File: src/rtl/ttt_pkg.sv
// Shared definitions for the tic-tac-toe board controller: tile and result
// encodings, controller state type, and the eight winning line triples.
package ttt_pkg;

   typedef enum logic [1:0] {
      EMPTY = 2'b00,
      BLUE  = 2'b10,
      RED   = 2'b11
   } tile_e;

   typedef enum logic [1:0] {
      RES_PLAY = 2'b00,
      RES_DRAW = 2'b01,
      RES_BLUE = 2'b10,
      RES_RED  = 2'b11
   } result_e;

   typedef enum logic [1:0] {
      IDLE  = 2'd0,
      CHECK = 2'd1,
      DONE  = 2'd2
   } state_e;

   localparam int NUM_TILES = 9;
   localparam int NUM_LINES = 8;

   // Rows, columns, then the two diagonals; tile indices are row-major.
   localparam logic [3:0] WIN_LINES [NUM_LINES][3] = '{
      '{4'd0, 4'd1, 4'd2},
      '{4'd3, 4'd4, 4'd5},
      '{4'd6, 4'd7, 4'd8},
      '{4'd0, 4'd3, 4'd6},
      '{4'd1, 4'd4, 4'd7},
      '{4'd2, 4'd5, 4'd8},
      '{4'd0, 4'd4, 4'd8},
      '{4'd2, 4'd4, 4'd6}
   };

   // Tile code at index idx; indices beyond the board read as empty.
   function automatic logic [1:0] tile_at(input logic [17:0] board,
                                          input logic [3:0]  idx);
      logic [1:0] t;
      t = EMPTY;
      for (int i = 0; i < NUM_TILES; i++) begin
         if (idx == 4'(i)) t = board[2*i +: 2];
      end
      return t;
   endfunction

endpackage

File: src/rtl/ttt_line_check.sv
// Combinational win detector: flags whether any of the eight lines is fully
// owned by the given colour on the given board.
module ttt_line_check
   import ttt_pkg::*;
(
   input  logic [17:0] board_i,
   input  logic [1:0]  colour_i,
   output logic        win_o
);

   // OR of all eight three-in-a-row matches for colour_i.
   always_comb begin
      win_o = 1'b0;
      for (int l = 0; l < NUM_LINES; l++) begin
         if ((tile_at(board_i, WIN_LINES[l][0]) == colour_i) &&
             (tile_at(board_i, WIN_LINES[l][1]) == colour_i) &&
             (tile_at(board_i, WIN_LINES[l][2]) == colour_i)) begin
            win_o = 1'b1;
         end
      end
   end

endmodule

File: src/rtl/board_state_ctrl.sv
// Tic-tac-toe board state controller. Accepts moves over a valid/ready
// handshake, writes the mover's colour, then spends one CHECK cycle deciding
// win / draw / next turn. Win detection is built only when TTT_WIN_DETECT_EN
// is defined; otherwise games end only in a draw on the ninth move.
//
// Handshake: a move is taken at a rising edge where move_valid && move_ready
// && !new_game. move_ready is high only in IDLE. Exactly one of move_ack
// (legal, tile written) or move_err (rejected, nothing changed) pulses for one
// cycle after each taken move. new_game outranks the handshake and drops any
// simultaneous move silently; reset outranks everything.
module board_state_ctrl
   import ttt_pkg::*;
#(
   parameter logic FIRST_RED = 1'b0
) (
   input  logic        clk,
   input  logic        reset,
   input  logic        new_game,
   input  logic        move_valid,
   input  logic [3:0]  move_pos,
   output logic        move_ready,
   output logic        move_ack,
   output logic        move_err,
   output logic [17:0] boardArr,
   output logic        turn_red,
   output logic [1:0]  result,
   output logic [3:0]  move_count,
   output state_e      state_dbg_o
);

   state_e      state_q, state_d;
   logic [17:0] board_q, board_d;
   logic        turn_red_q, turn_red_d;
   result_e     result_q, result_d;
   logic [3:0]  count_q, count_d;
   logic        ack_q, ack_d;
   logic        err_q, err_d;

   logic        tile_free;
   tile_e       mover_colour;
   logic        line_win;

   assign mover_colour = turn_red_q ? RED : BLUE;

   // Requested tile is on the board and empty; out-of-range positions stay 0.
   always_comb begin
      tile_free = 1'b0;
      for (int i = 0; i < NUM_TILES; i++) begin
         if (move_pos == 4'(i)) tile_free = (board_q[2*i +: 2] == EMPTY);
      end
   end

`ifdef TTT_WIN_DETECT_EN
   // Board already holds the new tile during CHECK, so test the mover's colour.
   ttt_line_check u_line_check (
      .board_i  (board_q),
      .colour_i (mover_colour),
      .win_o    (line_win)
   );
`else
   assign line_win = 1'b0;
`endif

   // Next-state and next-output logic for the IDLE/CHECK/DONE controller.
   always_comb begin
      state_d    = state_q;
      board_d    = board_q;
      turn_red_d = turn_red_q;
      result_d   = result_q;
      count_d    = count_q;
      ack_d      = 1'b0;
      err_d      = 1'b0;
      if (new_game) begin
         state_d    = IDLE;
         board_d    = '0;
         turn_red_d = FIRST_RED;
         result_d   = RES_PLAY;
         count_d    = '0;
      end else begin
         case (state_q)
            IDLE: begin
               if (move_valid) begin
                  if (tile_free) begin
                     for (int i = 0; i < NUM_TILES; i++) begin
                        if (move_pos == 4'(i)) board_d[2*i +: 2] = mover_colour;
                     end
                     count_d = count_q + 4'd1;
                     ack_d   = 1'b1;
                     state_d = CHECK;
                  end else begin
                     err_d = 1'b1;
                  end
               end
            end
            CHECK: begin
               // A ninth move that completes a line is a win, not a draw.
               if (line_win) begin
                  result_d = turn_red_q ? RES_RED : RES_BLUE;
                  state_d  = DONE;
               end else if (count_q == 4'd9) begin
                  result_d = RES_DRAW;
                  state_d  = DONE;
               end else begin
                  turn_red_d = ~turn_red_q;
                  state_d    = IDLE;
               end
            end
            DONE: begin
               state_d = DONE;
            end
            default: begin
               state_d = IDLE;
            end
         endcase
      end
   end

   // State and output registers; synchronous active-high reset wins over all.
   always_ff @(posedge clk) begin
      if (reset) begin
         state_q    <= IDLE;
         board_q    <= '0;
         turn_red_q <= FIRST_RED;
         result_q   <= RES_PLAY;
         count_q    <= '0;
         ack_q      <= 1'b0;
         err_q      <= 1'b0;
      end else begin
         state_q    <= state_d;
         board_q    <= board_d;
         turn_red_q <= turn_red_d;
         result_q   <= result_d;
         count_q    <= count_d;
         ack_q      <= ack_d;
         err_q      <= err_d;
      end
   end

   assign move_ready  = (state_q == IDLE);
   assign move_ack    = ack_q;
   assign move_err    = err_q;
   assign boardArr    = board_q;
   assign turn_red    = turn_red_q;
   assign result      = result_q;
   assign move_count  = count_q;
   assign state_dbg_o = state_q;

endmodule
File: config.mk
export PLATFORM = sky130hd
export DESIGN_NAME = board_state_ctrl
export DESIGN_NICKNAME = d
export VERILOG_FILES = /design/src/rtl/ttt_pkg.sv /design/src/rtl/ttt_line_check.sv /design/src/rtl/board_state_ctrl.sv
export SDC_FILE = /design/constraint.sdc
export NUM_CORES = 1
export LEC_CHECK = 0
export ABC_AREA = 0
export CORE_ASPECT_RATIO = 0.9
export CORE_MARGIN = 2
export CORE_UTILIZATION = 45
export DETAILED_ROUTE_END_ITERATION = 16
export GPL_ROUTABILITY_DRIVEN = 0
export PLACE_DENSITY_LB_ADDON = 0.3
export RECOVER_POWER = 50
export SYNTH_ARGS = -nofsm -noshare
export SYNTH_HDL_FRONTEND = slang
export SYNTH_SLANG_ARGS = --single-unit
File: constraint.sdc
create_clock -name clk -period 3 [get_ports clk]
set_input_delay 0.45 -clock clk [delete_from_list [all_inputs] [get_ports clk]]
set_output_delay 0.45 -clock clk [all_outputs]
set_load 0.05 [all_outputs]
==> metrics <==
Setup Viol. Count Final=0; worst flop-to-flop path startpoint=boardArr[7]$_SDFFE_PP0P_; Main synth FF type=dfxtp_1; status=completed; Hold EP=result[0]$_SDFFE_PP0P_; final setup TNS=0 ns; nets@finish=173; Seq/Total Area, Yosys=0.438; HPWL after DPL=2.24 mm; WL final=2.92 mm; CTS Buf Count=3; xor and xnor area share after synthesis=0.00684; die span in y=54.6 um; drt pass-1 iters=4; Multi-input gate area=674 um2; CTS Hold Bufs=0; Ys Warns=0; Slew Limit Fails=0; area share of the largest cell type after synthesis=0.438; # diodes=0; Starting DRT DRC Count=45; Crit Path Category=primary input to flip-flop; Post-Synth Simple-Gate Area=0.211; Root Buffer=clkbuf_4; commonest non-fill, non-tap cells in the layout=dfxtp_1 (28), dlygate4sd3_1 (23), clkdlybuf4s50_1 (13), nor2_1 (12); CP Cell Sequence=dlygate4sd3_1 > or2_4 > nor4b_4 > o21ai_2 > a2111oi_4 > a22o_1; Worst Skew=0.00185 ns; Reg clk slew, reported paths=0.13 ns; post-synthesis mux area share=0.0156; mean routed wirelength per cell=14.5 um; Core Area=2730 um2; clk_lat worst skew=0.32 ns; commonest non-fill, non-tap cell in the layout=dfxtp_1; Fillers=247; Crit path required time=3.27 ns; largest net degree at the start of global routing=18; Post-synth ARST share=0; Synth Area in Adders=0.0196; DRC viols=0; io pins=38; hold slack=0.491 ns; CP max-delay cell=dlygate4sd3_1; Tmin final=2.32 ns; Critical Path Start Type=primary input; Static Leak=0.656 nW; min-delay src=result[0]$_SDFFE_PP0P_; hold path depth=2; Worst Tran Pin Value=0.660 ns; Hold Fails Final Rpt=0; synthesized instance count=127; FF-to-FF End=boardArr[0]$_SDFFE_PP0P_; All-Layer GR Usage=0.199; Min-Delay Path Class=flip-flop to flip-flop; syn_area_per_cell=10.1 um2; Synth Area in Compound Gates=0.271; ANT nets after route=0; max_slew headroom=0.560; post-CTS resize count=0; H-tree Lvls=1; synthesized area=1280 um2; die area=3290 um2; TritonCTS clock tree=done; RSZ-0062 raised after global routing=no; initial antenna violation count=0; quantity of I/O buffers inserted on ports=36; total number of vias=1,096; first-pass GRT wire length=4.86 mm; FF-to-FF setup slack=1.16 ns; Clock Sinks=28; Pwr Density=366 nW/um2; post-synth cell types=45; max cap viols=0; reg2reg path depth=5; Die W=60.2 um; area occupied by registers=561 um2; vias in the first global route=1,024; # Post-CTS Setup Buffers=0; Worst IR Drop VDD=275 uV; area leader, netlist=dfxtp_1; Critical Path Sink Type=flip-flop; top post-synthesis cells by area=dfxtp_1 (44%), a22o_1 (7.5%), nor2_1 (3.5%); Synth Register Bits=28; layout cell share with drive strength beyond 1=0.106; syn nets=137; Remaining Overflow, GRT=0; crit path DAT=2.59 ns; Site Rows=18; Synth-to-Final Area Change=31.2%; Fmax=431 MHz; Vias per Instance=5.45; main combinational cell family by area after synthesis=compound AO/OA/AOI/OAI gates; final period utilization=0.773; clock buffer depth=2; Post-synth EDFFs=0; Initial Util=0.470; crit path max fanout=11; Worst path max stage delay=0.62 ns
==> synth_stat cells, types with 3 or more instances <==
cell and n:
o21ai_2 3, a21oi_1 8, dfxtp_1 28, a22o_1 11, nor2_1 12, clkbuf_1 3, nand2_1 11, a32o_1 3
o21ai_0 3
==> sequential cells by signal (all words and copies together), names as in the netlist <==
name,cells
turn_red,1
result,1
move_ack,1
boardArr,18
move_err,1
move_count,4
state_dbg_o,2
==> metal layers <==
layer / part of all wire / up-vias / global-route usage / wire (um)
li1: - / 536 / - / -
met1: 0.48 / 529 / 0.278 / 1400
met2: 0.47 / 29 / 0.315 / 1380
met3: 0.045 / 2 / 0.0520 / 130
met4: 0.0062 / 0 / 0.0296 / 18
met5: 0 / - / 0 / 0
==> critical path, delay by kind of cell <==
kind	cells	cell delay [ns]
buffers and inverters	1	0.62
AO/OA/AOI/OAI	3	0.90
AND/OR/NAND/NOR	2	0.61
==> cells by family after synthesis <==
family	Yosys count
flip-flops	28
other	1
AND/OR/NAND/NOR	46
buffers and inverters	7
adder cells (fa/ha/maj)	2
AO/OA/AOI/OAI	40
XOR/XNOR	1
multiplexers	2
==> worst max path at each step <==
stage / from / endpoint
3_5_place_dp: move_pos[1] / boardArr[0]$_SDFFE_PP0P_
5_1_grt: move_pos[0] / boardArr[0]$_SDFFE_PP0P_
3_3_place_gp: move_pos[1] / boardArr[0]$_SDFFE_PP0P_
6_report: move_pos[0] / boardArr[0]$_SDFFE_PP0P_
4_1_cts: move_pos[1] / boardArr[0]$_SDFFE_PP0P_
2_1_floorplan: state_dbg_o[0]$_SDFFE_PP0P_ / boardArr[0]$_SDFFE_PP0P_
==> power breakdown <==
group | leakage [nW] | internal, mW | total, mW | switching [mW]
registers | 0.226 | 0.375 | 0.378 | 0.00298
clock network | 0.0138 | 0.0471 | 0.148 | 0.101
logic | 0.416 | 0.0305 | 0.0892 | 0.0587
==> final cells by class <==
cell class                 instances  share of cell area
tap                               40              0.0298
sequential                        28               0.334
timing repair buffer              37               0.219
inverter                           1             0.00224
multi-input combinational         92               0.402
clock buffer                       3              0.0134
==> stage by stage <==
step,instance area (um2),worst slack [ns],utilization,power [mW],instances
2_1_floorplan,1280,0.781,-,0.449,127
3_3_place_gp,1660,0.461,0.608,0.474,198
6_report,1680,0.680,0.616,0.615,201
4_1_cts,1680,0.763,0.616,0.621,201
5_1_grt,1680,0.507,0.616,0.638,201
3_5_place_dp,1660,0.420,0.608,0.476,198
(Power assumes the default switching activity.)
==> RTL edit (same settings) <==
The package constant `NUM_TILES` goes from 9 to 10.
--- a/src/rtl/ttt_pkg.sv
+++ b/src/rtl/ttt_pkg.sv
@@ -21,7 +21,7 @@
       DONE  = 2'd2
    } state_e;
 
-   localparam int NUM_TILES = 9;
+   localparam int NUM_TILES = 10;
    localparam int NUM_LINES = 8;
 
    // Rows, columns, then the two diagonals; tile indices are row-major.
Function: changed (Yosys sat finds a counterexample within 4 cycles, from zero or initial values).
==> RTL edit against the unedited design <==
- non-clock buffer count stayed put
- largest power group unchanged
- synthesized area down 3.7%
- worst setup slack got worse by 0.12 ns
- register-to-register slack hardly changed
- power increased by 4.5%
- final area is 2.2% lower
- routed wire length down 1.6%
- sequential cell count unchanged
==> RTL edit: results (changes against the unedited design) <==
status complete, no violations (unchanged); setup TNS 0 ns (unchanged); DR vias 1084 (was 1096); Skew-Pair Late Insertion Delay 0.32 ns (about the same); initial antenna violation count 0 (unchanged); Pre-Repair DR Iteration Count 4 (unchanged); syn_nets 136 (was 137); synth top area cells dfxtp_1 (45%), a22o_1 (7.8%), nor2_1 (4.0%) (was dfxtp_1 (44%), a22o_1 (7.5%), nor2_1 (3.5%)); Synth top cells by count dfxtp_1 (28), nor2_1 (13), a22o_1 (11), nand2_1 (11), a21oi_1 (8) (was dfxtp_1 (28), nor2_1 (12), a22o_1 (11), nand2_1 (11), a21oi_1 (8)); Worst Clk Skew 0.00210 ns (was 0.00185 ns); Num CTS Buffers 3 (unchanged); clock root cell clkbuf_4 (unchanged); post_cts resized 0 (unchanged); CTS HTree Levels 1 (unchanged); Rel. slew slack 0.653 (was 0.560); CP peak stage delay 0.65 ns (was 0.62 ns); # fillers 231 (was 247); Max stage delay cell, worst path dlygate4sd3_1 (unchanged); vias in the first global route 1015 (was 1024); Post-synth EDFFs 0 (unchanged); GRT Total Usage 0.200 (was 0.199); dpl hpwl 2230 µm (was 2240 µm); clk slew on worst S/H paths 0.14 ns; total leakage power 0.000642 µW (was 0.000656 µW); global-route wire length before repair 4820 µm (was 4860 µm); Longest Clk Path Bufs 2 (unchanged); largest vdd supply drop 0.276 mV (was 0.275 mV); PortBufs 36 (unchanged); largest net degree at the start of global routing 17 (was 18); Internal Power 479 µW (was 453 µW); Flop pwr share 0.588 (was 0.614); asr flop ratio synth 0 (unchanged); Final Routed Wirelength 2870 µm (was 2920 µm); CP max FO 10 (was 11); DR iter-0 viols 38 (was 45); Final nets 173 (unchanged); number of flip-flops in the largest register 18 (unchanged); min-delay worst type reg -> reg (unchanged); CP delay by family, top compound AO/OA/AOI/OAI gates (unchanged); Cell variety after synth 42 (was 45); n_diodes 0 (unchanged); postcts setup bufs 0 (unchanged); Synth Warn # 0 (unchanged); register area share after synthesis 0.455 (was 0.438); share of cells above drive strength 1 0.0802 (was 0.106)
[RTL edit: metal layers]
layer / vias to the layer above / share of wire / GRT usage / wire [µm]
met5: - / 0 / 0 / 0
met3: 2 / 0.039 / 0.0433 / 111
met1: 516 / 0.51 / 0.290 / 1460
met4: 0 / 0.0049 / 0.0341 / 14
li1: 541 / - / - / -
met2: 25 / 0.45 / 0.309 / 1280
[RTL edit: worst register-to-register path: cells and delay by family (launching register included)]
family	cells	cell delay, ns
compound gates	2	0.71
flops	1	0.38
simple gates	3	0.71
[RTL edit: cell families (layout without fill, tap and decap cells)]
group	Yosys count	count (layout)	synth area share
simple gates	47	47	0.212
compound gates	38	38	0.256
flops	28	28	0.455
buf+inv	6	42	0.0223
mux	3	3	0.0244
fa+ha+maj	2	2	0.0203
other cells	1	1	0.00304
xor+xnor	1	1	0.00711
[RTL edit: power groups by stage]
stage	logic [µW]	registers, µW	clock network [µW]
2_1_floorplan	45.9	397	0
3_3_place_gp	85.2	386	0
3_5_place_dp	86.7	386	0
4_1_cts	87.1	378	184
5_1_grt	92.2	379	197
6_report	85.8	378	179
[RTL edit: final cells by class]
type                    count  area, µm²  area share
clock buffers               4       36.3      0.0221
multi-input cells          92        638       0.389
flip-flops and latches     28        561       0.341
inverters                   1       3.75     0.00229
repair buffers             37        368       0.224
well taps                  28       35.0      0.0213
[RTL edit: worst paths after layout]
path,cells past startpoint,startpoint,slack [ns],end
worst max register to register,5,state_dbg_o[0],1.16,boardArr[2]
worst max-delay path,6,move_pos[1],0.56,boardArr[7]
worst min register to register,2,result[0],0.50,result[0]
worst min-delay path,2,result[0],0.50,result[0]
[RTL edit: per-stage QoR]
step                      setup slack, ns  cells  utilization  cell area, µm²
after global routing                0.514    190        0.649            1640
after CTS                           0.820    190        0.651            1650
after floorplan                     0.566    126            -            1230
after global placement              0.532    186        0.637            1610
final                               0.556    190        0.649            1640
after detailed placement            0.490    186        0.637            1610
